--- src/rtl/seri_besleyici.sv ---
// seri_besleyici: parallel-to-serial bit feeder for the sequence-detector FSM.
// Loads a word on `yukle` while idle and shifts it out MSB first, each bit
// held BOLME clocks. Idles at logic 1 between words.
// Optional feature macro: SERI_PARITE_EN appends one even-parity bit.
module seri_besleyici #(
  parameter int VERI_GENISLIGI = 8,
  parameter int BOLME          = 4
) (
  input  logic                      saat,
  input  logic                      reset,
  input  logic                      yukle,
  input  logic [VERI_GENISLIGI-1:0] veri,
  output logic                      cikis_bit,
  output logic                      bit_adim,
  output logic                      mesgul,
  output logic                      bitti
);

  localparam int TW = (BOLME > 1) ? $clog2(BOLME) : 1;
  localparam int BW = $clog2(VERI_GENISLIGI);
  localparam logic [TW-1:0] TUTMA_SON = TW'(BOLME - 1);
  localparam logic [BW-1:0] BIT_ILK   = BW'(VERI_GENISLIGI - 1);

`ifdef SERI_PARITE_EN
  typedef enum logic [1:0] {BOSTA, VERI, PARITE} durum_t;
`else
  typedef enum logic {BOSTA, VERI} durum_t;
`endif

  durum_t                    durum, durum_d;
  logic [VERI_GENISLIGI-1:0] kaydirma;
  logic [TW-1:0]             tutma;
  logic [BW-1:0]             bit_say;
  logic                      tutma_son, bit_son;
  logic                      cikis_d, adim_d, mesgul_d, bitti_d;
`ifdef SERI_PARITE_EN
  logic                      parite;
`endif

  // Terminal-value compares; counters never rely on wrap-around.
  assign tutma_son = (tutma == TUTMA_SON);
  assign bit_son   = (bit_say == '0);

  // State and registered outputs; reset parks the line at 1 with no strobes.
  always_ff @(posedge saat or posedge reset) begin
    if (reset) begin
      durum     <= BOSTA;
      cikis_bit <= 1'b1;
      bit_adim  <= 1'b0;
      mesgul    <= 1'b0;
      bitti     <= 1'b0;
    end else begin
      durum     <= durum_d;
      cikis_bit <= cikis_d;
      bit_adim  <= adim_d;
      mesgul    <= mesgul_d;
      bitti     <= bitti_d;
    end
  end

  // Shift register, hold counter and bit counter.
  always_ff @(posedge saat or posedge reset) begin
    if (reset) begin
      kaydirma <= '0;
      tutma    <= '0;
      bit_say  <= '0;
`ifdef SERI_PARITE_EN
      parite   <= 1'b0;
`endif
    end else begin
      case (durum)
        BOSTA: begin
          if (yukle) begin
            kaydirma <= veri;
            tutma    <= '0;
            bit_say  <= BIT_ILK;
`ifdef SERI_PARITE_EN
            parite   <= ^veri;
`endif
          end
        end
        VERI: begin
          if (tutma_son) begin
            tutma <= '0;
            if (!bit_son) begin
              kaydirma <= kaydirma << 1;
              bit_say  <= bit_say - 1'b1;
            end
          end else begin
            tutma <= tutma + 1'b1;
          end
        end
`ifdef SERI_PARITE_EN
        PARITE: begin
          if (tutma_son) tutma <= '0;
          else           tutma <= tutma + 1'b1;
        end
`endif
        default: ;
      endcase
    end
  end

  // Next-state decision.
  always_comb begin
    durum_d = durum;
    case (durum)
      BOSTA: if (yukle) durum_d = VERI;
      VERI: begin
        if (tutma_son && bit_son) begin
`ifdef SERI_PARITE_EN
          durum_d = PARITE;
`else
          durum_d = BOSTA;
`endif
        end
      end
`ifdef SERI_PARITE_EN
      PARITE: if (tutma_son) durum_d = BOSTA;
`endif
      default: durum_d = BOSTA;
    endcase
  end

  // Next values of the registered outputs; the line only changes on a new bit
  // or on the return to idle, so the downstream FSM sees stable levels.
  always_comb begin
    cikis_d  = 1'b1;
    adim_d   = 1'b0;
    mesgul_d = 1'b0;
    bitti_d  = 1'b0;
    case (durum)
      BOSTA: begin
        if (yukle) begin
          cikis_d  = veri[VERI_GENISLIGI-1];
          adim_d   = 1'b1;
          mesgul_d = 1'b1;
        end
      end
      VERI: begin
        cikis_d  = cikis_bit;
        mesgul_d = 1'b1;
        if (tutma_son) begin
          if (!bit_son) begin
            cikis_d = kaydirma[VERI_GENISLIGI-2];
            adim_d  = 1'b1;
          end else begin
`ifdef SERI_PARITE_EN
            cikis_d = parite;
            adim_d  = 1'b1;
`else
            cikis_d  = 1'b1;
            mesgul_d = 1'b0;
            bitti_d  = 1'b1;
`endif
          end
        end
      end
`ifdef SERI_PARITE_EN
      PARITE: begin
        cikis_d  = cikis_bit;
        mesgul_d = 1'b1;
        if (tutma_son) begin
          cikis_d  = 1'b1;
          mesgul_d = 1'b0;
          bitti_d  = 1'b1;
        end
      end
`endif
      default: ;
    endcase
  end

endmodule

--- config.mk ---
export PLATFORM = sky130hd
export DESIGN_NAME = seri_besleyici
export DESIGN_NICKNAME = d
export VERILOG_FILES = /design/src/rtl/seri_besleyici.sv
export SDC_FILE = /design/constraint.sdc
export NUM_CORES = 1
export LEC_CHECK = 0
export ABC_AREA = 1
export ABC_CLOCK_PERIOD_IN_PS = 1450
export BUFFER_PORTS_ARGS = -buffer_cell sky130_fd_sc_hd__buf_2
export CORE_AREA = 2 2 44 46
export CTS_CLUSTER_SIZE = 8
export DETAILED_ROUTE_END_ITERATION = 7
export DIE_AREA = 0 0 46 48
export PLACE_DENSITY = 0.8
export SLEW_MARGIN = 10
export SYNTH_ARGS = -nofsm -noshare
export SYNTH_HDL_FRONTEND = slang
export SYNTH_SLANG_ARGS = --single-unit
--- constraint.sdc ---
create_clock -name saat -period 1.45 [get_ports saat]
set_input_delay 0.145 -clock saat [delete_from_list [all_inputs] [get_ports saat]]
set_output_delay 0.145 -clock saat [all_outputs]
set_load 0.005 [all_outputs]
==> flow_summary.ini <==
[floorplan]
die-height_um = 48
fp-row-count = 15
chipWidth_um = 46
boundary_pins = 15
core_region_area_mm2 = 0.00169
full_die_area_mm2 = 0.00221
initial_core_util = 0.495

[timing]
timing_worst_slew_pin_value_ns = 0.614
fin_worst_skew_ns = 0.00511
final_hold_viol_count = 0
report.final.setup_viol = 0
holdWs_ns = 0.0911
setup_tns_ns = 0
fmax_mhz = 767
grt_setup_unrepaired = no
finalWorstPathRequiredPeriod_ns = 1.30
relSlewSlack = 0.590
timing.final.max_slew_violations = 0
layout_worst_path_cycle_share = 0.899

[synth]
post_synth_inst_count = 103
synth-seq-area-share = 0.481
post_synthesis_area_per_instance_um2 = 8.11
synth.ff_latch_count = 16
synth_fp_nets = 118
yosysUniqueCellTypes = 16
mappedNetlistArea_um2 = 836
yosys_warnings = 0

[drt]
first_pass_iters = 4
drt-total-wl_um = 1510
route.detailed.wl_per_inst_um = 11.0
drc = 0
via_cell_ratio = 4.79
drt_iter0_drc = 22
vias = 656
final_antenna_net_count = 0

[clock_tree]
cts_tree = built
h_tree_depth_reported_by_cts = 1
clock_tree.root_cell = sky130_fd_sc_hd__clkbuf_4
worst_setup_hold_path_clk_slew_ns = 0.09
worstSkewPairLatency_ns = 0.28
clock_path_buffers = 2
clock_sinks = 16
cts_buffers = 3

[pwr]
irDropWorstVdd_mv = 0.948
total_power_divided_by_cell_area_mw_per_mm2 = 2040
p_leak_nw = 0.566
post-layout-total-power_w = 0.00195

[global_routing]
antenna_found_initial = 0
overflow = 0
grt_use_total = 0.155
grt_pass1_vias = 530
grt_max_degree = 17
grt_pass1_wl_um = 2440

[status]
run_status = finished, final reports clean

[placement]
globalplace.congestion = 0.788
place.detailed.instances = 132
place.port_buffers = 14
hpwl_um = 1090

[setup_path]
worst_path_max_delay_cell = sky130_fd_sc_hd__dfrtp_1
slowest_stage_delay_on_critical_path_ns = 0.41
worst_setup_path_start_kind = register
worstPathArrival_ns = 1.48
critical_path.max_fanout = 11
most_prevalent_standard_cell_on_the_critical_path = sky130_fd_sc_hd__nand2_1
worst_r2r_startpoint = bit_say[0]
cp_cell_sequence = inv_1 -> ha_1 -> nand2_1 -> nand2_4 -> nand2_4 -> nand2_1 -> nand2_1
timing_worst_setup_path_type = reg2reg
worst_ep_required_time_ns = 1.63
critical_path.top_delay_family = simple AND/OR/NAND/NOR gates
worst_setup_path_startpoint = bit_say[0]
cp-end-kind = register
worstPathBufferInverterCount = 1

[finish]
mostFrequentLayoutCells = sky130_fd_sc_hd__nand2_1, sky130_fd_sc_hd__dfrtp_1, sky130_fd_sc_hd__buf_2, sky130_fd_sc_hd__nand3_1, sky130_fd_sc_hd__inv_1
fillers = 158
layout-area-overhead-vs-synth_pct = 14.4
final_cell_count_no_fill = 137
final_common_cell = sky130_fd_sc_hd__nand2_1
drive_gt1_frac = 0.225
num-nets-final = 136
finish.utilization = 0.566
antenna_cells_inserted = 0

[flow_run]
drv_cap = 0

[hold_path]
hold_path.class = in2reg
launch_point_of_the_worst_hold_path = veri[0]
==> final cells by class <==
class / instances / area, µm² / area share
inverter: 8 / 30.0 / 0.0314
sequential: 16 / 402 / 0.420
clock buffer: 4 / 36.3 / 0.0380
timing repair buffer: 16 / 87.6 / 0.0916
multi-input combinational: 76 / 379 / 0.397
tap: 17 / 21.3 / 0.0223
==> report_power, final <==
group / switching, W / internal (W) / total [W]
combinational: 0.000571 / 0.000353 / 0.000924
sequential: 0.000113 / 0.000627 / 0.000739
clock: 0.000133 / 0.000153 / 0.000286
total: 0.000817 / 0.00113 / 0.00195
==> cell families after synthesis <==
logic type | after synthesis | share of synthesized area
flip-flops | 16 | 0.481
AND/OR/NAND/NOR | 70 | 0.367
buffers and inverters | 11 | 0.0719
AO/OA/AOI/OAI | 2 | 0.0210
adder cells (fa/ha/maj) | 4 | 0.0599
==> registers in the layout, indices dropped and copies added (netlist names) <==
| register | flops |
|---|---|
| durum | 1 |
| bit_adim | 1 |
| kaydirma | 7 |
| cikis_bit | 1 |
| bitti | 1 |
| bit_say | 3 |
| tutma | 2 |
==> stage by stage <==
stage | cell area (µm²) | setup slack [ns]
2_1_floorplan | 836 | 0.310
3_3_place_gp | 905 | 0.161
3_5_place_dp | 905 | 0.119
4_1_cts | 951 | 0.102
5_1_grt | 956 | 0.0361
6_report | 956 | 0.146
==> path summary, 6_finish.rpt <==
kind	endpoint	slack, ns	depth (start not counted)
max	bit_say[0]	0.15	7
min	kaydirma[0]	0.09	3
max reg2reg	bit_say[0]	0.15	7
min reg2reg	cikis_bit	0.47	2
max in group asynchronous	kaydirma[3]	0.58	3
min in group asynchronous	tutma[1]	0.47	3
==> cell usage after synthesis <==
cell / count / share of area
sky130_fd_sc_hd__nand3b_1: 1 / 0.0090
sky130_fd_sc_hd__ha_1: 4 / 0.060
sky130_fd_sc_hd__inv_2: 2 / 0.0090
sky130_fd_sc_hd__o21ai_2: 1 / 0.010
sky130_fd_sc_hd__a22o_1: 1 / 0.010
sky130_fd_sc_hd__nor2_1: 4 / 0.018
sky130_fd_sc_hd__nor2_4: 1 / 0.013
sky130_fd_sc_hd__buf_6: 2 / 0.027
sky130_fd_sc_hd__nand2_2: 1 / 0.0075
sky130_fd_sc_hd__dfstp_2: 1 / 0.031
sky130_fd_sc_hd__inv_1: 6 / 0.027
sky130_fd_sc_hd__nand2_1: 49 / 0.22
sky130_fd_sc_hd__dfrtp_1: 15 / 0.45
sky130_fd_sc_hd__nand3_1: 12 / 0.072
sky130_fd_sc_hd__buf_4: 1 / 0.0090
sky130_fd_sc_hd__nand2_4: 2 / 0.027
==> timing repair <==
| item | in CTS | in global routing |
|---|---|---|
| buffers inserted | 0 | 0 |
| endpoints found under the setup margin | 0 | 2 |
| hold buffers | 1 | 0 |
| hold endpoints to repair | 15 | 0 |
| gates resized for setup | 0 | 1 |
==> worst reg2reg max path: cells and delay by family, from the launching register on <==
kind          cells  cell delay [ns]
simple gates      5             0.53
flops             1             0.41
fa+ha+maj         1             0.15
buf+inv           1             0.10
==> routing by layer <==
metal / track usage / vias to the layer above / share of wire
met3: 0.0226 / 2 / 0.022
li1: - / 353 / -
met5: 0 / - / 0
met2: 0.236 / 8 / 0.48
met1: 0.226 / 293 / 0.49
met4: 0.0514 / 0 / 0.0060
No activity file was read; power rests on OpenSTA's default activity.
